==> src/rtl/jk_bank_sequencer.sv <==
// jk_bank_sequencer: handshake-driven J/K controller for an external JK flip-flop bank (mask/clear/set/toggle/count).
// Define JK_SEQ_WRAP_STOP_EN to end a count early when the masked bits reach all-ones (up) or all-zeros (down).
module jk_bank_sequencer #(
  parameter int WIDTH = 4,
  parameter int LEN_W = 8
) (
  input  logic             clock,
  input  logic             reset_n,
  input  logic             cmd_valid,
  output logic             cmd_ready,
  input  logic [2:0]       cmd_op,
  input  logic [WIDTH-1:0] cmd_mask,
  input  logic [LEN_W-1:0] cmd_len,
  input  logic [WIDTH-1:0] q_fb,
  output logic [WIDTH-1:0] j,
  output logic [WIDTH-1:0] k,
  output logic             busy,
  output logic             done,
  output logic             wrap
);
  typedef enum logic [1:0] {S_IDLE, S_EXEC, S_DONE} state_t;

  localparam logic [2:0] OP_NOP    = 3'd0;
  localparam logic [2:0] OP_CLEAR  = 3'd1;
  localparam logic [2:0] OP_SET    = 3'd2;
  localparam logic [2:0] OP_TOGGLE = 3'd3;
  localparam logic [2:0] OP_UP     = 3'd4;
  localparam logic [2:0] OP_DN     = 3'd5;

  state_t           r_state;
  logic [2:0]       r_op;
  logic [WIDTH-1:0] r_mask;
  logic [LEN_W-1:0] r_rem;
  logic             r_ready;
  logic             r_busy;
  logic             r_done;
  logic             r_wrap;

  logic [WIDTH-1:0] w_t_up;
  logic [WIDTH-1:0] w_t_dn;
  logic [WIDTH-1:0] w_lm;
  logic [WIDTH-1:0] w_j;
  logic [WIDTH-1:0] w_k;
  logic             w_is_count;
  logic             w_wrap_hit;
  logic             w_direct;

  // Carry chain spans every q_fb bit; the mask only gates which bits are driven.
  always_comb begin
    w_t_up = '0;
    w_t_dn = '0;
    w_lm   = '0;
    for (int i = 0; i < WIDTH; i++) begin
      w_lm      = WIDTH'((1 << i) - 1);
      w_t_up[i] = ((q_fb & w_lm) == w_lm);
      w_t_dn[i] = ((q_fb & w_lm) == '0);
    end
  end

  assign w_is_count = (r_op == OP_UP) || (r_op == OP_DN);
  assign w_direct   = (((cmd_op == OP_UP) || (cmd_op == OP_DN)) && (cmd_len == '0)) ||
                      (cmd_op == OP_NOP) || (cmd_op > OP_DN);

`ifdef JK_SEQ_WRAP_STOP_EN
  assign w_wrap_hit = (r_state == S_EXEC) &&
                      (((r_op == OP_UP) && ((q_fb & r_mask) == r_mask)) ||
                       ((r_op == OP_DN) && ((q_fb & r_mask) == '0)));
`else
  assign w_wrap_hit = 1'b0;
`endif

  always_comb begin
    w_j = '0;
    w_k = '0;
    if ((r_state == S_EXEC) && !w_wrap_hit) begin
      case (r_op)
        OP_CLEAR:  w_k = r_mask;
        OP_SET:    w_j = r_mask;
        OP_TOGGLE: begin w_j = r_mask;          w_k = r_mask;          end
        OP_UP:     begin w_j = w_t_up & r_mask; w_k = w_t_up & r_mask; end
        OP_DN:     begin w_j = w_t_dn & r_mask; w_k = w_t_dn & r_mask; end
        default:   ;
      endcase
    end
  end

  always_ff @(posedge clock or negedge reset_n) begin
    if (!reset_n) begin
      r_state <= S_IDLE;
      r_op    <= '0;
      r_mask  <= '0;
      r_rem   <= '0;
      r_ready <= 1'b1;
      r_busy  <= 1'b0;
      r_done  <= 1'b0;
      r_wrap  <= 1'b0;
    end else begin
      r_done <= 1'b0;
      r_wrap <= 1'b0;
      case (r_state)
        S_IDLE: begin
          if (cmd_valid) begin
            r_op    <= cmd_op;
            r_mask  <= cmd_mask;
            r_rem   <= cmd_len;
            r_ready <= 1'b0;
            r_busy  <= 1'b1;
            if (w_direct) begin
              r_state <= S_DONE;
              r_done  <= 1'b1;
            end else begin
              r_state <= S_EXEC;
            end
          end
        end
        S_EXEC: begin
          r_rem <= r_rem - 1'b1;
          if (w_wrap_hit) begin
            r_state <= S_DONE;
            r_done  <= 1'b1;
            r_wrap  <= 1'b1;
          end else if (!w_is_count || (r_rem == LEN_W'(1))) begin
            r_state <= S_DONE;
            r_done  <= 1'b1;
          end
        end
        S_DONE: begin
          r_state <= S_IDLE;
          r_ready <= 1'b1;
          r_busy  <= 1'b0;
        end
        default: r_state <= S_IDLE;
      endcase
    end
  end

  assign cmd_ready = r_ready;
  assign busy      = r_busy;
  assign done      = r_done;
  assign wrap      = r_wrap;
  assign j         = w_j;
  assign k         = w_k;

endmodule

==> config.mk <==
export PLATFORM = sky130hd
export DESIGN_NAME = jk_bank_sequencer
export DESIGN_NICKNAME = d
export VERILOG_FILES = /design/src/rtl/jk_bank_sequencer.sv
export SDC_FILE = /design/constraint.sdc
export NUM_CORES = 1
export LEC_CHECK = 0
export BUFFER_PORTS_ARGS = -buffer_cell sky130_fd_sc_hd__buf_2
export CAP_MARGIN = 10
export CELL_PAD_IN_SITES_DETAIL_PLACEMENT = 1
export CELL_PAD_IN_SITES_GLOBAL_PLACEMENT = 2
export CORE_UTILIZATION = 30
export CTS_CLUSTER_SIZE = 20
export DETAILED_ROUTE_END_ITERATION = 10
export GPL_TIMING_DRIVEN = 0
export PLACE_DENSITY = 0.83
export RECOVER_POWER = 50
export SLEW_MARGIN = 20
export SYNTH_ARGS = -nofsm -noshare
export SYNTH_HDL_FRONTEND = slang
export SYNTH_SLANG_ARGS = --single-unit
==> constraint.sdc <==
create_clock -name clock -period 1.8 [get_ports clock]
set_input_delay 0.09 -clock clock [delete_from_list [all_inputs] [get_ports clock]]
set_output_delay 0.09 -clock clock [all_outputs]
set_load 0.03 [all_outputs]
---- Word-level counts from Yosys, hierarchy flattened ----
Index checks and enable logic that the tools add are counted.
word-level totals
  flip-flop bits (word level) ............. 20
  output and inout bits ................... 12
operators by class
  muxes and demuxes ....................... 18
  add/sub/neg operators ................... 1
  bitwise operators ....................... 2
  reduce and logical (&&, ||, !) cells .... 21
  $lt $le $gt $ge ......................... 1
  eq/ne operators ......................... 14
operators with widths
  kind                                                   number
  case mux 4 bit (3 select lines)                        2
  case mux 8 bit (2 select lines)                        1
  == test 3 bit (second input constant)                  5
  logical NOT 4 bit                                      3
  AND 4 bit                                              2
  == test 8 x 1 -> 1 bit (second input constant)         1
  logical NOT 8 bit                                      1
  2-to-1 mux 4 bit                                       2
  2-to-1 mux 8 bit                                       1
  AND reduction 2 bit                                    4
  subtractor 8 x 1 -> 8 bit (second input constant)      1
  == test 3 x 2 -> 1 bit (second input constant)         2
  2-to-1 mux 2 bit                                       3
  case mux 1 bit (2 select lines)                        3
  logical OR 1 bit                                       5
  2-to-1 mux 1 bit                                       5
  == test 2 bit (second input constant)                  2
  case mux 2 bit (2 select lines)                        1
  nonzero test 2 bit                                     2
  OR reduction 2 bit                                     2
  == test 3 x 1 -> 1 bit (second input constant)         1
  greater-than comparator 3 bit (second input constant)  1
  logical NOT 3 bit                                      1
  == test 2 x 1 -> 1 bit (second input constant)         1
  5 further kinds                                        5

---- Depth between registers and ports, before layout ----
Gate-level depths: netlist of the first run.
  depth after elaboration ................. 8
  mapped depth ............................ 6

---- Worst setup path after synthesis of the first run ----
Ideal clock, no wire load.
  kind .................................... register to register
  from .................................... register r_rem[1]
  to ...................................... register r_state[0]
  setup slack ............................. 0.398 ns
  clock period less this slack ............ 1.402 ns
  cell stages (with the launch flop) ...... 6
  path buffers ............................ 0
  data arrival time ....................... 1.271 ns
  path through ............................ dfrtp_1 -> inv_1 -> ha_1 -> nor4b_1 -> a211oi_1 -> or3_1
between the ends
  cells in the longest elaborated chain, start to end .. 4
RTL lines
  what                                      RTL line  text
  start: declaration                        33        logic [LEN_W-1:0] r_rem;
  start signal: assignment                  105       r_rem <= cmd_len;
  start signal: assignment                  117       r_rem <= r_rem - 1'b1;
  == test 8 x 1 -> 1 bit                    122       end else if (!w_is_count || (r_rem == LEN_W'(1))) begin
  logical OR 1 bit                          122
  inequality test 2 x 1 -> 1 bit (no line)  --
  AND reduction 2 bit (no line)             --
  end signal: assignment                    119       r_state <= S_DONE;
  end signal: assignment                    123       r_state <= S_DONE;
  end signal: assignment                    128       r_state <= S_IDLE;
  end: declaration                          30        state_t r_state;
No other way between the ends.
A chain may end at the register's enable or synchronous reset.

---- Final worst setup path of the first run ----
  from .................................... register r_state[0]
  to ...................................... output j[3]
between the ends
  cells in the longest elaborated chain, start to end .. 2
RTL lines
  what                      RTL line  text
  start signal: assignment  89        r_state <= S_IDLE;
  start signal: assignment  109       r_state <= S_DONE;
  start signal: assignment  112       r_state <= S_EXEC;
  == test 2 x 1 -> 1 bit    75        if ((r_state == S_EXEC) && !w_wrap_hit) begin
  2-to-1 mux 4 bit          75
  end: declaration          15        output logic [WIDTH-1:0] j,
No other way between the ends.

==> flow_summary.json, run 1 <==
{
  "first_global_vias": 1212,
  "crit_chain": "nor2b_1 -> clkbuf_2 -> nand2_1 -> a21oi_1 -> buf_2",
  "clock_sinks": 20,
  "drive_gt1_frac": 0.2629,
  "syn_nets": 163,
  "clockBufferDepth": 2,
  "yosys_warnings": 0,
  "cts_buffers": 3,
  "viasPerCell": 5.247,
  "min_delay_worst_endpoint": "r_mask[1]$_DFFE_PN0P_",
  "period_share": 0.9250,
  "core_mm2": 0.003799,
  "synth_top_area_cell": "dfrtp_1",
  "setup_viol": 0,
  "period_needed_ns": 1.665,
  "cp_top_family": "flip-flops",
  "grt_max_degree": 21,
  "synthFlopType": "dfrtp_1",
  "grtUsageMet3": 0.03103,
  "row_count": 22,
  "portBuffers": 31,
  "rr_worst_depth": 5,
  "die_h_um": 65.97,
  "rsz0062_at_grt": "false",
  "timing.rr.start": "r_rem[1]$_DFFE_PN0P_",
  "ys_seq_elements": 20,
  "end_kind": "output pin",
  "syn_avg_cell_area_um2": 8.830,
  "relSlewSlack": 0.2388,
  "worst_ep_arrival_time_ns": 1.58,
  "synth_common_cells": "nand2_1 (26), dfrtp_1 (19), a21oi_1 (13)",
  "max_freq_ghz": 0.6006,
  "whs_ns": 0.02384,
  "grt_util_all_layers": 0.1827,
  "tightest_slew_ns": 1.142,
  "post_cts.repair.setup_buffers": 0,
  "antenna_found_initial": 0,
  "place.gp.congestion": 0.7916,
  "hold_start": "cmd_mask[1]",
  "nets": 200,
  "drc_errors": 0,
  "crit_buf_inv": 2,
  "r2r_setup_slack_ns": 0.19,
  "grt-busiest-layer": "met2",
  "slowest_delay_ns": 0.50,
  "p_leak_nw": 0.6931,
  "htreeDepth": 1,
  "area_delta_synth_final_pct": 22.53,
  "skew_ns": 0.008844,
  "startpoint_type": "flop",
  "diodes": 0,
  "root_buffer": "clkbuf_8",
  "status": "finished clean",
  "synth.distinct_cells": 40,
  "clkSlewWorstSetupHoldPaths_ns": 0.08,
  "synth-edff-count": 0,
  "hold_path_class": "in -> reg",
  "netlist_instances": 139,
  "final.setup.tns_ns": 0,
  "overflow": 0,
  "worst-setup-path-type": "reg -> out",
  "first_iter_violations": 42,
  "grt_pass1_wl_um": 5954,
  "drt-total-wl_um": 3431,
  "place_hpwl_um": 2512,
  "clk_latency_ns": 0.27,
  "grtUsageMet1": 0.2463,
  "ys_seq_area_frac": 0.4088,
  "cp.required_ns": 1.71,
  "ir_drop_mv": 0.5068,
  "hold_viol": 0,
  "ant_nets": 0,
  "die_x_um": 65.97,
  "dieArea_mm2": 0.004351,
  "powerDensity_mw_per_mm2": 1540,
  "use_met2": 0.2997,
  "start_util": 0.3231,
  "maxCapViolCount": 0,
  "path_max_fanout": 8,
  "slowest_stage": "dfrtp_1",
  "wire_per_inst_um": 15.39,
  "slew_viol_final": 0,
  "r2r_end": "r_state[0]$_DFFE_PN0P_",
  "synth_area_mm2": 0.001227,
  "post-synth-top-count-cell": "nand2_1",
  "whs_path_depth": 3,
  "detail_route.first_pass.iterations": 4,
  "synth_top_area_share": 0.3874,
  "yosys-top-cells-area": "dfrtp_1 (39%), nand2_1 (8.0%), a21oi_1 (5.3%)",
  "async_flop_share": 1.000,
  "cts_tree": "built",
  "pin_count": 34,
  "vias": 1170
}
-- placed cells by master, fill, tap and decap left out, drive strengths merged, types with 2 or more instances in the layout --
cell type	n
nor4b	2
nor2	5
a21oi	13
dfrtp	19
a211oi	6
nor3b	3
and3b	2
a22oi	2
o21ai	7
ha	2
clkbuf	9
nor4	4
inv	6
nor3	5
buf	33
nand2b	5
and3	2
nand2	26
o22ai	3
nor2b	5
or3	2
-- how the worst max path moves through the flow --
stage                                 startpoint                endpoint  slack (ns)  depth (start not counted)
after floorplan             r_rem[1]$_DFFE_PN0P_  r_state[0]$_DFFE_PN0P_        0.40                          5
after global placement      r_rem[1]$_DFFE_PN0P_  r_state[0]$_DFFE_PN0P_        0.26                          5
after detailed placement    r_rem[1]$_DFFE_PN0P_  r_state[0]$_DFFE_PN0P_        0.24                          5
after CTS                    r_op[0]$_DFFE_PN0P_                    j[3]        0.13                          4
after global routing         r_op[2]$_DFFE_PN0P_                    j[3]        0.01                          4
final                     r_state[0]$_DFFE_PN0P_                    j[3]        0.13                          5
-- registers in the layout, summed over array words and instances (netlist names) --
name / flops
r_mask: 4
r_rem: 8
cmd_ready: 1
r_state: 2
busy: 1
done: 1
r_op: 3
-- final cells by class --
| class | count | area (um2) |
|---|---|---|
| Buffer | 7 | 56.30 |
| Inverter | 6 | 22.52 |
| Sequential cell | 20 | 503.0 |
| Timing Repair Buffer | 32 | 160.2 |
| Fill cell | 471 | 2295 |
| Multi-Input combinational cell | 106 | 646.9 |
| Clock buffer | 4 | 55.05 |
| Tap cell | 48 | 60.06 |
-- through the flow --
stage,instances,power (mW),utilization,cell area [um2],setup slack [ns]
2_1_floorplan,139,1.643,-,1227,0.3977
3_3_place_gp,218,1.919,0.3798,1443,0.2552
3_5_place_dp,218,1.966,0.3798,1443,0.2366
4_1_cts,223,2.344,0.3969,1508,0.1289
5_1_grt,223,2.518,0.3959,1504,0.01131
6_report,223,2.316,0.3959,1504,0.1350
-- power by group --
group | total, mW | leakage, nW | switching (mW) | internal (mW)
logic | 1.07 | 0.426 | 0.652 | 0.421
registers | 0.890 | 0.238 | 0.214 | 0.676
clock network | 0.353 | 0.0288 | 0.158 | 0.195
-- cell families after synthesis --
group	Yosys count	share of synthesized area
buffers and inverters	13	0.06422
AO/OA/AOI/OAI	37	0.1916
other	1	0.003055
adder cells (fa/ha/maj)	2	0.02038
flip-flops	20	0.4088
AND/OR/NAND/NOR	66	0.3119
-- repair_timing --
| action | 4_1_cts | 5_1_grt |
|---|---|---|
| setup endpoints to repair | 0 | 2 |
| hold buffers | 1 | 0 |
| resized for setup | 0 | 1 |
| endpoints found under the hold margin | 19 | 0 |
-- metal layers --
layer | share of wire | up-vias | wire length, um
li1 | - | 570 | -
met1 | 0.49 | 577 | 1666
met2 | 0.47 | 19 | 1620
met3 | 0.031 | 4 | 105
met4 | 0.011 | 0 | 38
met5 | 0 | - | 0
-- worst reg2reg max path: cells and delay by family, from the launching register on --
| kind | cells | cell delay [ns] |
|---|---|---|
| and+or+nand+nor | 2 | 0.70 |
| DFF | 1 | 0.42 |
| AOI/OAI and AO/OA | 1 | 0.16 |
| buffers and inverters | 1 | 0.09 |
| adders and majority gates | 1 | 0.14 |
(Power assumes the default switching activity.)
==> inputs of run 2 (changes only) <==
MAX_ROUTING_LAYER = met4   (was default)
clock period = 1.6 ns   (was 1.8 ns; I/O delays follow)
==> run 2 against run 1 <==
Net effect:
- register-to-register slack got worse by 0.11 ns
- clock power up 12%
- wire length increased by 4.3%
- critical path type unchanged
- power grew 18%
- global-route usage increased by 0.60 points
==> flow_summary.json, run 2 (synthesis results as in run 1) <==
{
  "grtUsageMet1": 0.2463,
  "diodes": 0,
  "wire_per_inst_um": 15.90,
  "grt-busiest-layer": "met2",
  "hold_path_class": "in -> reg",
  "htreeDepth": 1,
  "use_met2": 0.3036,
  "clock_sinks": 20,
  "skew_ns": 0.008163,
  "root_buffer": "clkbuf_8",
  "cts_tree": "built",
  "rr_worst_depth": 5,
  "dp_cells": 218,
  "max_freq_ghz": 0.6571,
  "grtUsageMet3": 0.03103,
  "ir_drop_mv": 0.5940,
  "detail_route.first_pass.iterations": 4,
  "clkSlewWorstSetupHoldPaths_ns": 0.08,
  "die_x_um": 65.97,
  "vias": 1179,
  "first_global_vias": 1212,
  "top_register": "r_rem",
  "hold_viol": 0,
  "power_frac_seq": 0.375,
  "tightest_slew_ns": 1.154,
  "whs_path_depth": 3,
  "first_iter_violations": 40,
  "ant_nets": 0,
  "place_hpwl_um": 2512,
  "largest_reg_flops": 8,
  "p_leak_nw": 0.7102,
  "path_max_fanout": 8,
  "clockBufferDepth": 2,
  "final_cell_mix": "nand2_1 (26), buf_2 (21), dfrtp_1 (17)",
  "swShare": 0.4439,
  "pin_count": 34,
  "die_h_um": 65.97,
  "dieArea_mm2": 0.004351,
  "final_core_util": 0.4147,
  "row_count": 22,
  "drc_errors": 0,
  "r2r_end": "r_rem[6]$_DFFE_PN0P_",
  "hold_start": "cmd_mask[1]",
  "start_util": 0.3231,
  "period_share": 0.9511,
  "layout_commonest_cell": "nand2_1",
  "setup_viol": 0,
  "reg.largest.list": "r_rem x8, r_mask x4, r_op x3",
  "overflow": 0,
  "min_delay_worst_endpoint": "r_mask[1]$_DFFE_PN0P_",
  "cts_buffers": 3,
  "antenna_found_initial": 0,
  "r2r_setup_slack_ns": 0.08,
  "worst-setup-path-type": "reg -> out",
  "timing.rr.start": "r_rem[0]$_DFFE_PN0P_",
  "worst_ep_arrival_time_ns": 1.44,
  "area_delta_synth_final_pct": 28.34,
  "clk_latency_ns": 0.27,
  "period_needed_ns": 1.522,
  "grt_max_degree": 21,
  "portBuffers": 31,
  "cp.required_ns": 1.52,
  "maxCapViolCount": 0,
  "relSlewSlack": 0.2303,
  "place.gp.congestion": 0.8029,
  "slew_viol_final": 0,
  "core_mm2": 0.003799,
  "drt-total-wl_um": 3578,
  "powerDensity_mw_per_mm2": 1731,
  "startpoint_type": "flop",
  "viasPerCell": 5.240,
  "stdcell_count": 225,
  "combinationalPowerShare": 0.479,
  "nets": 202,
  "p_int_mw": 1.517,
  "grt_util_all_layers": 0.1888,
  "p_sw_mw": 1.211,
  "grt_pass1_wl_um": 5982,
  "clock_power_share": 0.146,
  "status": "finished clean",
  "end_kind": "output pin",
  "drive_gt1_frac": 0.3164
}
-- run 2: what timing repair did --
item	4_1_cts	5_1_grt
pin swaps	0	0
endpoints found under the hold margin	19	0
setup buffers	0	2
setup endpoints to repair	9	12
gates resized for setup	12	12
hold buffers	1	0
-- run 2: area by class of cell --
type / count / area (um2)
inverter: 6 / 22.52
clock buffer: 4 / 55.05
timing repair buffer: 34 / 193.9
fill: 470 / 2223
sequential: 20 / 504.2
buffer: 7 / 61.31
tap: 48 / 60.06
multi-input combinational: 106 / 678.2
-- run 2: worst max-delay path by stage --
| stage | start | endpoint | slack [ns] |
|---|---|---|---|
| floorplan | r_rem[1]$_DFFE_PN0P_ | r_state[0]$_DFFE_PN0P_ | 0.20 |
| global placement | r_rem[1]$_DFFE_PN0P_ | r_state[0]$_DFFE_PN0P_ | 0.06 |
| detailed placement | r_rem[1]$_DFFE_PN0P_ | r_state[0]$_DFFE_PN0P_ | 0.04 |
| CTS | r_state[1]$_DFFE_PN0P_ | j[3] | 0.004 |
| global route | r_state[1]$_DFFE_PN0P_ | k[2] | -0.002 |
| finish | r_state[1]$_DFFE_PN0P_ | k[2] | 0.08 |
-- run 2: power by group through the flow --
stage,sequential (mW),clock [mW],combinational [mW]
after floorplan,1.01,0,0.836
after global placement,0.985,0,1.17
after detailed placement,1.00,0,1.21
after CTS,1.01,0.409,1.25
after global routing,1.07,0.435,1.45
final,1.02,0.397,1.31
-- run 2: per-stage QoR --
stage / power, mW / hold WS (ns) / setup TNS, ns / area [um2] / setup WS (ns)
2_1_floorplan: 1.849 / -0.2156 / 0 / 1227 / 0.1977
3_3_place_gp: 2.159 / 0.05564 / 0 / 1443 / 0.05522
3_5_place_dp: 2.212 / 0.06874 / 0 / 1443 / 0.03656
4_1_cts: 2.669 / 0.006094 / 0 / 1539 / 0.003644
5_1_grt: 2.955 / 0.01342 / -0.002192 / 1575 / -0.002192
6_report: 2.727 / 0.01260 / 0 / 1575 / 0.07825
-- run 2: worst max-delay path, stage by stage (launching register included) --
cell and delay, ns:
dfrtp_1 0.38, buf_6 0.14, nor2b_1 0.11, buf_4 0.15
nand2_1 0.10, a21oi_2 0.12, buf_4 0.17
-- run 2: layer usage --
metal | vias up | wire length (um)
met5 | - | 0
met4 | 0 | 38
met3 | 4 | 101
met2 | 19 | 1707
met1 | 581 | 1731
li1 | 575 | -
